File: src/rtl/zpg_pkg.sv
// Shared definitions for the zero_pattern_gen serial frame transmitter:
// FSM state encoding and a frame-length helper.
package zpg_pkg;

  typedef logic [2:0] state_t;

  localparam state_t ST_IDLE = 3'd0;
  localparam state_t ST_PRE  = 3'd1;
  localparam state_t ST_DATA = 3'd2;
  localparam state_t ST_PAR  = 3'd3;
  localparam state_t ST_STOP = 3'd4;

  // Number of busy cycles in one frame: preamble + data + optional parity + stop.
  function automatic int frame_len(input int pre_len, input int data_w, input bit par_en);
    return pre_len + data_w + (par_en ? 1 : 0) + 1;
  endfunction

endpackage

File: src/rtl/zpg_shift_reg.sv
// Parallel-load, shift-left register with synchronous clear; the MSB is the
// serial tap so data leaves MSB-first.
module zpg_shift_reg #(
  parameter int DATA_W = 8
) (
  input  logic              clk,
  input  logic              clear,
  input  logic              load,
  input  logic              shift,
  input  logic [DATA_W-1:0] din,
  output logic              msb
);

  logic [DATA_W-1:0] shreg;

  always_ff @(posedge clk) begin
    if (clear) begin
      shreg <= '0;
    end else if (load) begin
      shreg <= din;
    end else if (shift) begin
      shreg <= {shreg[DATA_W-2:0], 1'b0};
    end
  end

  assign msb = shreg[DATA_W-1];

endmodule

File: src/rtl/zero_pattern_gen.sv
// Serial framed-pattern transmitter: preamble ones, data MSB-first, optional
// even-parity bit (build with PARITY_EN defined), then a single 0 stop bit.
module zero_pattern_gen
  import zpg_pkg::*;
#(
  parameter int DATA_W  = 8,
  parameter int PRE_LEN = 2
) (
  input  logic              clk,
  input  logic              rst,
  input  logic [DATA_W-1:0] data_in,
  input  logic              start,
  output logic              busy,
  output logic              done,
  output logic              X
);

  localparam int CNT_MAX = (PRE_LEN > DATA_W) ? PRE_LEN : DATA_W;
  localparam int CNT_W   = $clog2(CNT_MAX + 1);

  state_t           state;
  logic [CNT_W-1:0] cnt;
  logic             load;
  logic             shift;
  logic             msb;

  // Acceptance happens only from IDLE, so start/data_in during a frame are ignored.
  assign load  = (state == ST_IDLE) && start;
  assign shift = (state == ST_DATA);

  zpg_shift_reg #(.DATA_W(DATA_W)) u_shift (
    .clk   (clk),
    .clear (!rst),
    .load  (load),
    .shift (shift),
    .din   (data_in),
    .msb   (msb)
  );

`ifdef PARITY_EN
  logic par_bit;

  always_ff @(posedge clk) begin
    if (!rst) begin
      par_bit <= 1'b0;
    end else if (load) begin
      par_bit <= ^data_in;
    end
  end
`endif

  always_ff @(posedge clk) begin
    if (!rst) begin
      state <= ST_IDLE;
      cnt   <= '0;
    end else begin
      case (state)
        ST_IDLE: begin
          if (start) begin
            state <= ST_PRE;
            cnt   <= '0;
          end
        end
        ST_PRE: begin
          if (cnt == CNT_W'(PRE_LEN - 1)) begin
            state <= ST_DATA;
            cnt   <= '0;
          end else begin
            cnt <= cnt + CNT_W'(1);
          end
        end
        ST_DATA: begin
          if (cnt == CNT_W'(DATA_W - 1)) begin
            cnt <= '0;
`ifdef PARITY_EN
            state <= ST_PAR;
`else
            state <= ST_STOP;
`endif
          end else begin
            cnt <= cnt + CNT_W'(1);
          end
        end
`ifdef PARITY_EN
        ST_PAR: begin
          state <= ST_STOP;
          cnt   <= '0;
        end
`endif
        ST_STOP: begin
          state <= ST_IDLE;
          cnt   <= '0;
        end
        default: begin
          state <= ST_IDLE;
          cnt   <= '0;
        end
      endcase
    end
  end

  // Outputs decode registered state only; nothing combinational from start/data_in.
  always_comb begin
    X = 1'b0;
    case (state)
      ST_PRE:  X = 1'b1;
      ST_DATA: X = msb;
`ifdef PARITY_EN
      ST_PAR:  X = par_bit;
`endif
      default: X = 1'b0;
    endcase
  end

  assign busy = (state != ST_IDLE);
  assign done = (state == ST_STOP);

endmodule

File: config.mk
export PLATFORM = sky130hd
export DESIGN_NAME = zero_pattern_gen
export DESIGN_NICKNAME = d
export VERILOG_FILES = /design/src/rtl/zpg_pkg.sv /design/src/rtl/zpg_shift_reg.sv /design/src/rtl/zero_pattern_gen.sv
export SDC_FILE = /design/constraint.sdc
export NUM_CORES = 1
export LEC_CHECK = 0
export CAP_MARGIN = 20
export CORE_UTILIZATION = 53
export DETAILED_ROUTE_END_ITERATION = 16
export GPL_TIMING_DRIVEN = 0
export PLACE_DENSITY = 0.81
export SYNTH_ARGS = -nofsm -noshare
export SYNTH_HDL_FRONTEND = slang
export SYNTH_HIERARCHICAL = 1
export SYNTH_SLANG_ARGS = --single-unit
File: constraint.sdc
create_clock -name clk -period 3.3 [get_ports clk]
set_input_delay 0.66 -clock clk [delete_from_list [all_inputs] [get_ports clk]]
set_output_delay 0.66 -clock clk [all_outputs]
set_load 0.01 [all_outputs]
==> results of run 1 <==
==> critical path: stages, from the launching register on <==
cell                              delay [ns]
sky130_fd_sc_hd__dfxtp_1                0.46
sky130_fd_sc_hd__mux2_2                 0.36
sky130_fd_sc_hd__nor2_1                 0.08
sky130_fd_sc_hd__clkdlybuf4s50_1        0.53
==> cell usage after synthesis <==
master / count
sky130_fd_sc_hd__inv_1: 4
sky130_fd_sc_hd__a211oi_1: 7
sky130_fd_sc_hd__nand3_1: 1
sky130_fd_sc_hd__a31oi_1: 1
sky130_fd_sc_hd__or3b_1: 1
sky130_fd_sc_hd__and3_2: 1
sky130_fd_sc_hd__o21ai_0: 1
sky130_fd_sc_hd__nand3b_1: 2
sky130_fd_sc_hd__nand2_1: 7
sky130_fd_sc_hd__or3_2: 1
sky130_fd_sc_hd__dfxtp_1: 15
sky130_fd_sc_hd__clkdlybuf4s18_2: 1
sky130_fd_sc_hd__nor2_1: 5
sky130_fd_sc_hd__nor3b_1: 2
sky130_fd_sc_hd__o21a_1: 1
sky130_fd_sc_hd__or3b_2: 1
sky130_fd_sc_hd__ha_1: 2
sky130_fd_sc_hd__or3_1: 1
sky130_fd_sc_hd__a22oi_2: 1
sky130_fd_sc_hd__nor4_1: 1
sky130_fd_sc_hd__buf_6: 1
sky130_fd_sc_hd__mux2i_1: 7
sky130_fd_sc_hd__nor2b_1: 8
sky130_fd_sc_hd__and2_1: 2
sky130_fd_sc_hd__nor3b_4: 1
sky130_fd_sc_hd__mux2_2: 1
sky130_fd_sc_hd__o22ai_1: 1
sky130_fd_sc_hd__nor3b_2: 1
sky130_fd_sc_hd__nand2b_1: 1
sky130_fd_sc_hd__a21oi_1: 3
==> per-layer routing <==
layer / GRT usage, % / up-vias / wire length (um)
li1: - / 327 / -
met1: 27.6 / 294 / 716
met2: 32.3 / 13 / 659
met3: 6.67 / 2 / 42
met4: 10.0 / 0 / 24
met5: 0 / - / 0
==> sequential cells by signal, indices dropped and copies added (netlist names) <==
name,flops
u_shift/shreg,8
cnt,4
state,3
==> final timing paths <==
path                 start                to  slack (ns)  depth (start not counted)
setup / recovery  state[0]                 X        0.92                          3
hold / removal      cnt[3]            cnt[3]        0.52                          2
setup reg to reg  state[0]  u_shift/shreg[4]        1.29                          4
hold reg to reg     cnt[3]            cnt[3]        0.52                          2
==> cells by family after synthesis <==
group | after synthesis | synth area share, %
adder cells (fa/ha/maj) | 2 | 3.24
AO/OA/AOI/OAI | 15 | 13.6
flip-flops | 15 | 38.8
multiplexers | 8 | 10.5
AND/OR/NAND/NOR | 36 | 29.1
buffers and inverters | 6 | 4.69
==> power by group <==
part	switching, mW	internal (mW)
logic	0.0712	0.0871
registers	0.0243	0.208
clock network	0.0596	0.0451
==> area by class of cell <==
| class | count | area, um2 |
|---|---|---|
| plain buffers | 2 | 21.3 |
| clock buffers | 3 | 22.5 |
| clock inverters | 1 | 5.00 |
| fillers | 107 | 384 |
| inverters | 4 | 15.0 |
| multi-input cells | 61 | 437 |
| flip-flops and latches | 15 | 300 |
| well taps | 15 | 18.8 |
| repair buffers | 13 | 130 |
==> layout by cell type (no fill, tap or decap) <==
cell,count
sky130_fd_sc_hd__ha_1,2
sky130_fd_sc_hd__or3_1,1
sky130_fd_sc_hd__and2_1,2
sky130_fd_sc_hd__nor3b_4,1
sky130_fd_sc_hd__or3b_2,1
sky130_fd_sc_hd__clkbuf_4,3
sky130_fd_sc_hd__o22ai_1,1
sky130_fd_sc_hd__o21ai_0,1
sky130_fd_sc_hd__buf_6,1
sky130_fd_sc_hd__a31oi_1,1
sky130_fd_sc_hd__nor3b_1,2
sky130_fd_sc_hd__or3b_1,1
sky130_fd_sc_hd__clkinv_2,1
sky130_fd_sc_hd__dfxtp_1,15
sky130_fd_sc_hd__nor4_1,1
sky130_fd_sc_hd__a22oi_2,1
sky130_fd_sc_hd__clkdlybuf4s18_2,1
sky130_fd_sc_hd__inv_1,4
sky130_fd_sc_hd__nor3b_2,1
sky130_fd_sc_hd__clkdlybuf4s50_1,13
sky130_fd_sc_hd__nor2b_1,8
sky130_fd_sc_hd__mux2i_1,7
sky130_fd_sc_hd__nand3_1,1
sky130_fd_sc_hd__a211oi_1,7
sky130_fd_sc_hd__and3_2,1
sky130_fd_sc_hd__nand2b_1,1
sky130_fd_sc_hd__o21a_1,1
sky130_fd_sc_hd__mux2_2,1
sky130_fd_sc_hd__nor2_1,5
sky130_fd_sc_hd__a21oi_1,3
sky130_fd_sc_hd__nand3b_1,2
sky130_fd_sc_hd__nand2_1,7
sky130_fd_sc_hd__or3_2,1
==> through the flow <==
stage	worst slack, ns	hold slack [ns]	cells	area, um2	power, mW
floorplan	1.65	0.475	82	773	0.341
global placement	1.02	0.500	110	922	0.387
detailed placement	0.996	0.508	110	922	0.394
CTS	0.905	0.520	114	950	0.501
global route	0.820	0.559	114	950	0.530
finish	0.921	0.519	114	950	0.495
==> metrics.txt, run 1 <==
Max Clock Skew=0.00457 ns; latest clock arrival within the worst-skew pair=0.29 ns; net count after synthesis=95; initial cell density of the core=58.0%; RSZ-0062 raised after global routing=false; share of the clock period used by the worst path after layout=72.1%; post-synthesis area per instance=around 9.4 um2; Die Y-Extent=between 40 and 50 um; result of the run=complete, no violations; Root Buffer=sky130_fd_sc_hd__clkbuf_4; share of layout cells above drive strength 1=13.1%; count of mapped cells out of synthesis=between 80 and 90; number of levels the H-tree was split into=1; aggregate global routing overflow=0; endpoints failing hold=0; P per Cell Area=521 nW/um2; clock slew at reported path FFs=0.09 ns; Least-Margin Pin Slew=a little over 0.8 ns; post-CTS repair timing setup buffer count=0; buffers from clock root to sink, at most=2; Std-Cell Core Area=1330 um2; number of global-route vias before repair=525; DIE AREA=1620 um2; share of the core filled with cells in the final layout=71.2%; data arrival time of the critical path=between 1.5 and 2 ns; detail-routed net length per standard cell=12.7 um; post-synth cell types=30; Synth top area share=38.8%; post-DP HPWL=roughly 1100 um; worst-path maximum fanout=6; Detailed Route WL=1440 um; quantity of hold-fixing buffers added after cts=0; part of the Yosys area used for sequential elements=38.8%; antenna violations before repair=0; number of synthesized register bits=15; number of max-cap violations=0; critical path launch point type=flip-flop; global-route usage over all layers=21.4%; routed via count divided by cell count=between 5 and 6; remaining routing DRC violations=0; post-synthesis cell area=773 um2; sinks on the clock net=15; total negative setup slack=0 ns; minimum clock period=2.38 ns; number of buffers inserted by port buffering=13; CTS buffer count=3; synthesis warning total=6; RePlAce Congestion=0.768; Nets=113; required time at the endpoint of the critical path=about 2.6 ns; Leak Pwr=0.343 nW; largest net degree at the start of global routing=12; type of element capturing the critical path=primary output; Initial DRT Pass Iterations=4; Antenna Violating Nets Remaining=0; number of top-level pins=14; category of the most critical setup path=flip-flop to primary output; count of final setup violators=0; leading area contributor after synthesis=sky130_fd_sc_hd__dfxtp_1; vias after detailed routing=636; ranking of synthesized cells by area=sky130_fd_sc_hd__dfxtp_1 (39%), sky130_fd_sc_hd__mux2i_1 (9.1%), sky130_fd_sc_hd__a211oi_1 (6.8%); classification of the worst-slack hold path=flip-flop to flip-flop; row cnt=13; antenna diode count=0; PostCTS Resize Cnt=0; max-slew violation count=0; clock tree from TritonCTS=yes; highest clock rate=420 MHz; VDD IR-drop max=just over 0.3 mV; x dimension of the die=40.2 um; wire length of the first global-routing pass=2260 um; Slew headroom=44.4%; Area growth syn-to-layout=22.8%; starting DRC count in detailed routing=9
Note: power is estimated with default switching activity, not from simulation.
==> run 2: changes to the inputs <==
--- a/config.mk
+++ b/config.mk
@@ -6,10 +6,10 @@
 export NUM_CORES = 1
 export LEC_CHECK = 0
 export CAP_MARGIN = 20
-export CORE_UTILIZATION = 53
+export CORE_UTILIZATION = 45
 export DETAILED_ROUTE_END_ITERATION = 16
 export GPL_TIMING_DRIVEN = 0
-export PLACE_DENSITY = 0.81
+export PLACE_DENSITY = 0.73
 export SYNTH_ARGS = -nofsm -noshare
 export SYNTH_HDL_FRONTEND = slang
 export SYNTH_HIERARCHICAL = 1
==> constraint.sdc (replaced) <==
create_clock -name clk -period 2.16 [get_ports clk]
set_input_delay 0.432 -clock clk [delete_from_list [all_inputs] [get_ports clk]]
set_output_delay 0.432 -clock clk [all_outputs]
set_load 0.01 [all_outputs]
==> run 2 against run 1 <==
Effect of this change: the run now ends with DRC left; via count is 2.4% lower; critical path depth is 1 lower; global-route usage is 2.9 points lower; utilization is 10 points lower; setup slack worse by 0.84 ns; final area is 0.53% higher; total power is 53% higher; wire length is 3.0% lower; largest cell class unchanged.
==> metrics.txt, run 2 (synthesis results as in run 1) <==
result of the run=complete, but fails checks; violated checks=DRC; latest clock arrival within the worst-skew pair=0.29 ns; Detailed Route WL=~1400 um; worst-path maximum fanout=6; category of the most critical setup path=flip-flop to primary output; Psw=0.235 mW; largest stage delay on the critical path=0.49 ns; total negative setup slack=0 ns; Nets=~110; Die Y-Extent=43.5 um; starting DRC count in detailed routing=9; classification of the worst-slack hold path=flip-flop to flip-flop; post-DP HPWL=1020 um; sinks on the clock net=15; VDD IR-drop max=0.363 mV; post-route cell area=roughly 950 um2; buffers from clock root to sink, at most=2; worst hold slack=about 0.53 ns; max FFs per register=8; family of cells with the greatest summed delay on the critical path=buffers and inverters; max-slew violation count=0; remaining routing DRC violations=4; switching fraction of total power=31.0%; crit path buf inv count=1; RSZ-0062 raised after global routing=false; number of global-route vias before repair=624; RePlAce Congestion=0.755; largest register by flop count=u_shift/shreg; share of the core filled with cells in the final layout=61.2%; number of max-cap violations=0; Leak Pwr=roughly 0.34 nW; Flop pwr share=46.9%; fraction of power consumed by the clock network=21.7%; endpoints failing hold=0; number of levels the H-tree was split into=1; routed via count divided by cell count=5.40; share of layout cells above drive strength 1=14.1%; Std-Cell Core Area=around 1600 um2; aggregate global routing overflow=0; Initial DRT Pass Iterations=11; Internal Power=0.524 mW; minimum clock period=2.08 ns; logic gate share of total power=between 30% and 40%; x dimension of the die=43.5 um; antenna diode count=0; type of element capturing the critical path=primary output; cell-by-cell listing of the critical path=or3_2, clkdlybuf4s50_1; Slew headroom=48.5%; row cnt=14; count of final setup violators=0; initial cell density of the core=between 40% and 50%; number of buffers inserted by port buffering=13; quantity of hold-fixing buffers added after cts=0; DIE AREA=1890 um2; data arrival time of the critical path=around 1.7 ns; required time at the endpoint of the critical path=between 1.5 and 2 ns; CTS buffer count=3; number of top-level pins=14; Area growth syn-to-layout=23.5%; detail-routed net length per standard cell=12.2 um; global-route usage over all layers=18.4%; wire length of the first global-routing pass=~2600 um; antenna violations before repair=0; Antenna Violating Nets Remaining=0; highest clock rate=between 400 and 500 MHz; leading registers by flop count=u_shift/shreg: 8 flops, cnt: 4 flops, state: 3 flops; cell with the biggest individual delay on the critical path=sky130_fd_sc_hd__clkdlybuf4s50_1; vias after detailed routing=approximately 620; clock slew at reported path FFs=0.09 ns; clock tree from TritonCTS=yes; Least-Margin Pin Slew=0.765 ns; Max Clock Skew=0.00343 ns; post-place instance area=923 um2; top library cells by usage in the layout, fill and taps aside=sky130_fd_sc_hd__dfxtp_1 (13), sky130_fd_sc_hd__clkdlybuf4s50_1 (13), sky130_fd_sc_hd__nor2b_1 (8); Root Buffer=sky130_fd_sc_hd__clkbuf_4; post-CTS repair timing setup buffer count=0; largest net degree at the start of global routing=12; share of the clock period used by the worst path after layout=a little over nine tenths; P per Cell Area=between 700 and 800 nW/um2; critical path launch point type=flip-flop
-- run 2: cell count changes in the layout (fill, tap and decap cells not counted), sizes merged --
cell | before | now
clkbuf | 3 | 4
clkinv | 1 | 0
-- run 2: worst reg2reg max path: cells and delay by family (launching register included) --
kind                   cells  cell delay [ns]
buffers and inverters      1             0.27
AOI/OAI and AO/OA          1             0.27
DFF                        1             0.39
and+or+nand+nor            2             0.93
-- run 2: stage by stage --
stage	total power, mW	setup slack (ns)	instances
3_5_place_dp	0.598	0.0868	111
2_1_floorplan	0.521	0.514	82
4_1_cts	0.766	0.0199	115
5_1_grt	0.809	0.00631	115
3_3_place_gp	0.591	0.0933	111
6_report	0.759	0.0791	115
-- run 2: routing by layer --
metal	vias up	wire length [um]	global-route usage [%]
met4	0	25	11.3
met2	10	647	31.2
met5	-	0	0
li1	327	-	-
met3	4	38	3.75
met1	280	687	21.3
-- run 2: layout make-up --
class,count,area (um2)
tap,16,20.0
buffer,2,21.3
inverter,4,15.0
clock buffer,4,26.3
timing repair buffer,13,130
sequential,15,305
multi-input combinational,61,437
fill,145,604
-- run 2: worst paths after layout --
kind / slack, ns / cells after the start / startpoint / to
worst max-delay path: 0.08 / 2 / state[2] / busy
worst min-delay path: 0.53 / 2 / cnt[2] / cnt[2]
worst max register to register: 0.21 / 4 / state[2] / u_shift/shreg[3]
worst min register to register: 0.53 / 2 / cnt[2] / cnt[2]
-- run 2: timing repair --
item | CTS | global route
endpoints found under the setup margin | 1 | 1
pin swaps | 0 | 0
gates resized for setup | 1 | 2
-- run 2: power groups by stage --
| stage | Combinational [mW] | Clock [mW] | Sequential, mW |
|---|---|---|---|
| 2_1_floorplan | 0.170 | 0 | 0.351 |
| 3_3_place_gp | 0.234 | 0 | 0.357 |
| 3_5_place_dp | 0.238 | 0 | 0.360 |
| 4_1_cts | 0.239 | 0.172 | 0.355 |
| 5_1_grt | 0.264 | 0.184 | 0.362 |
| 6_report | 0.238 | 0.165 | 0.356 |
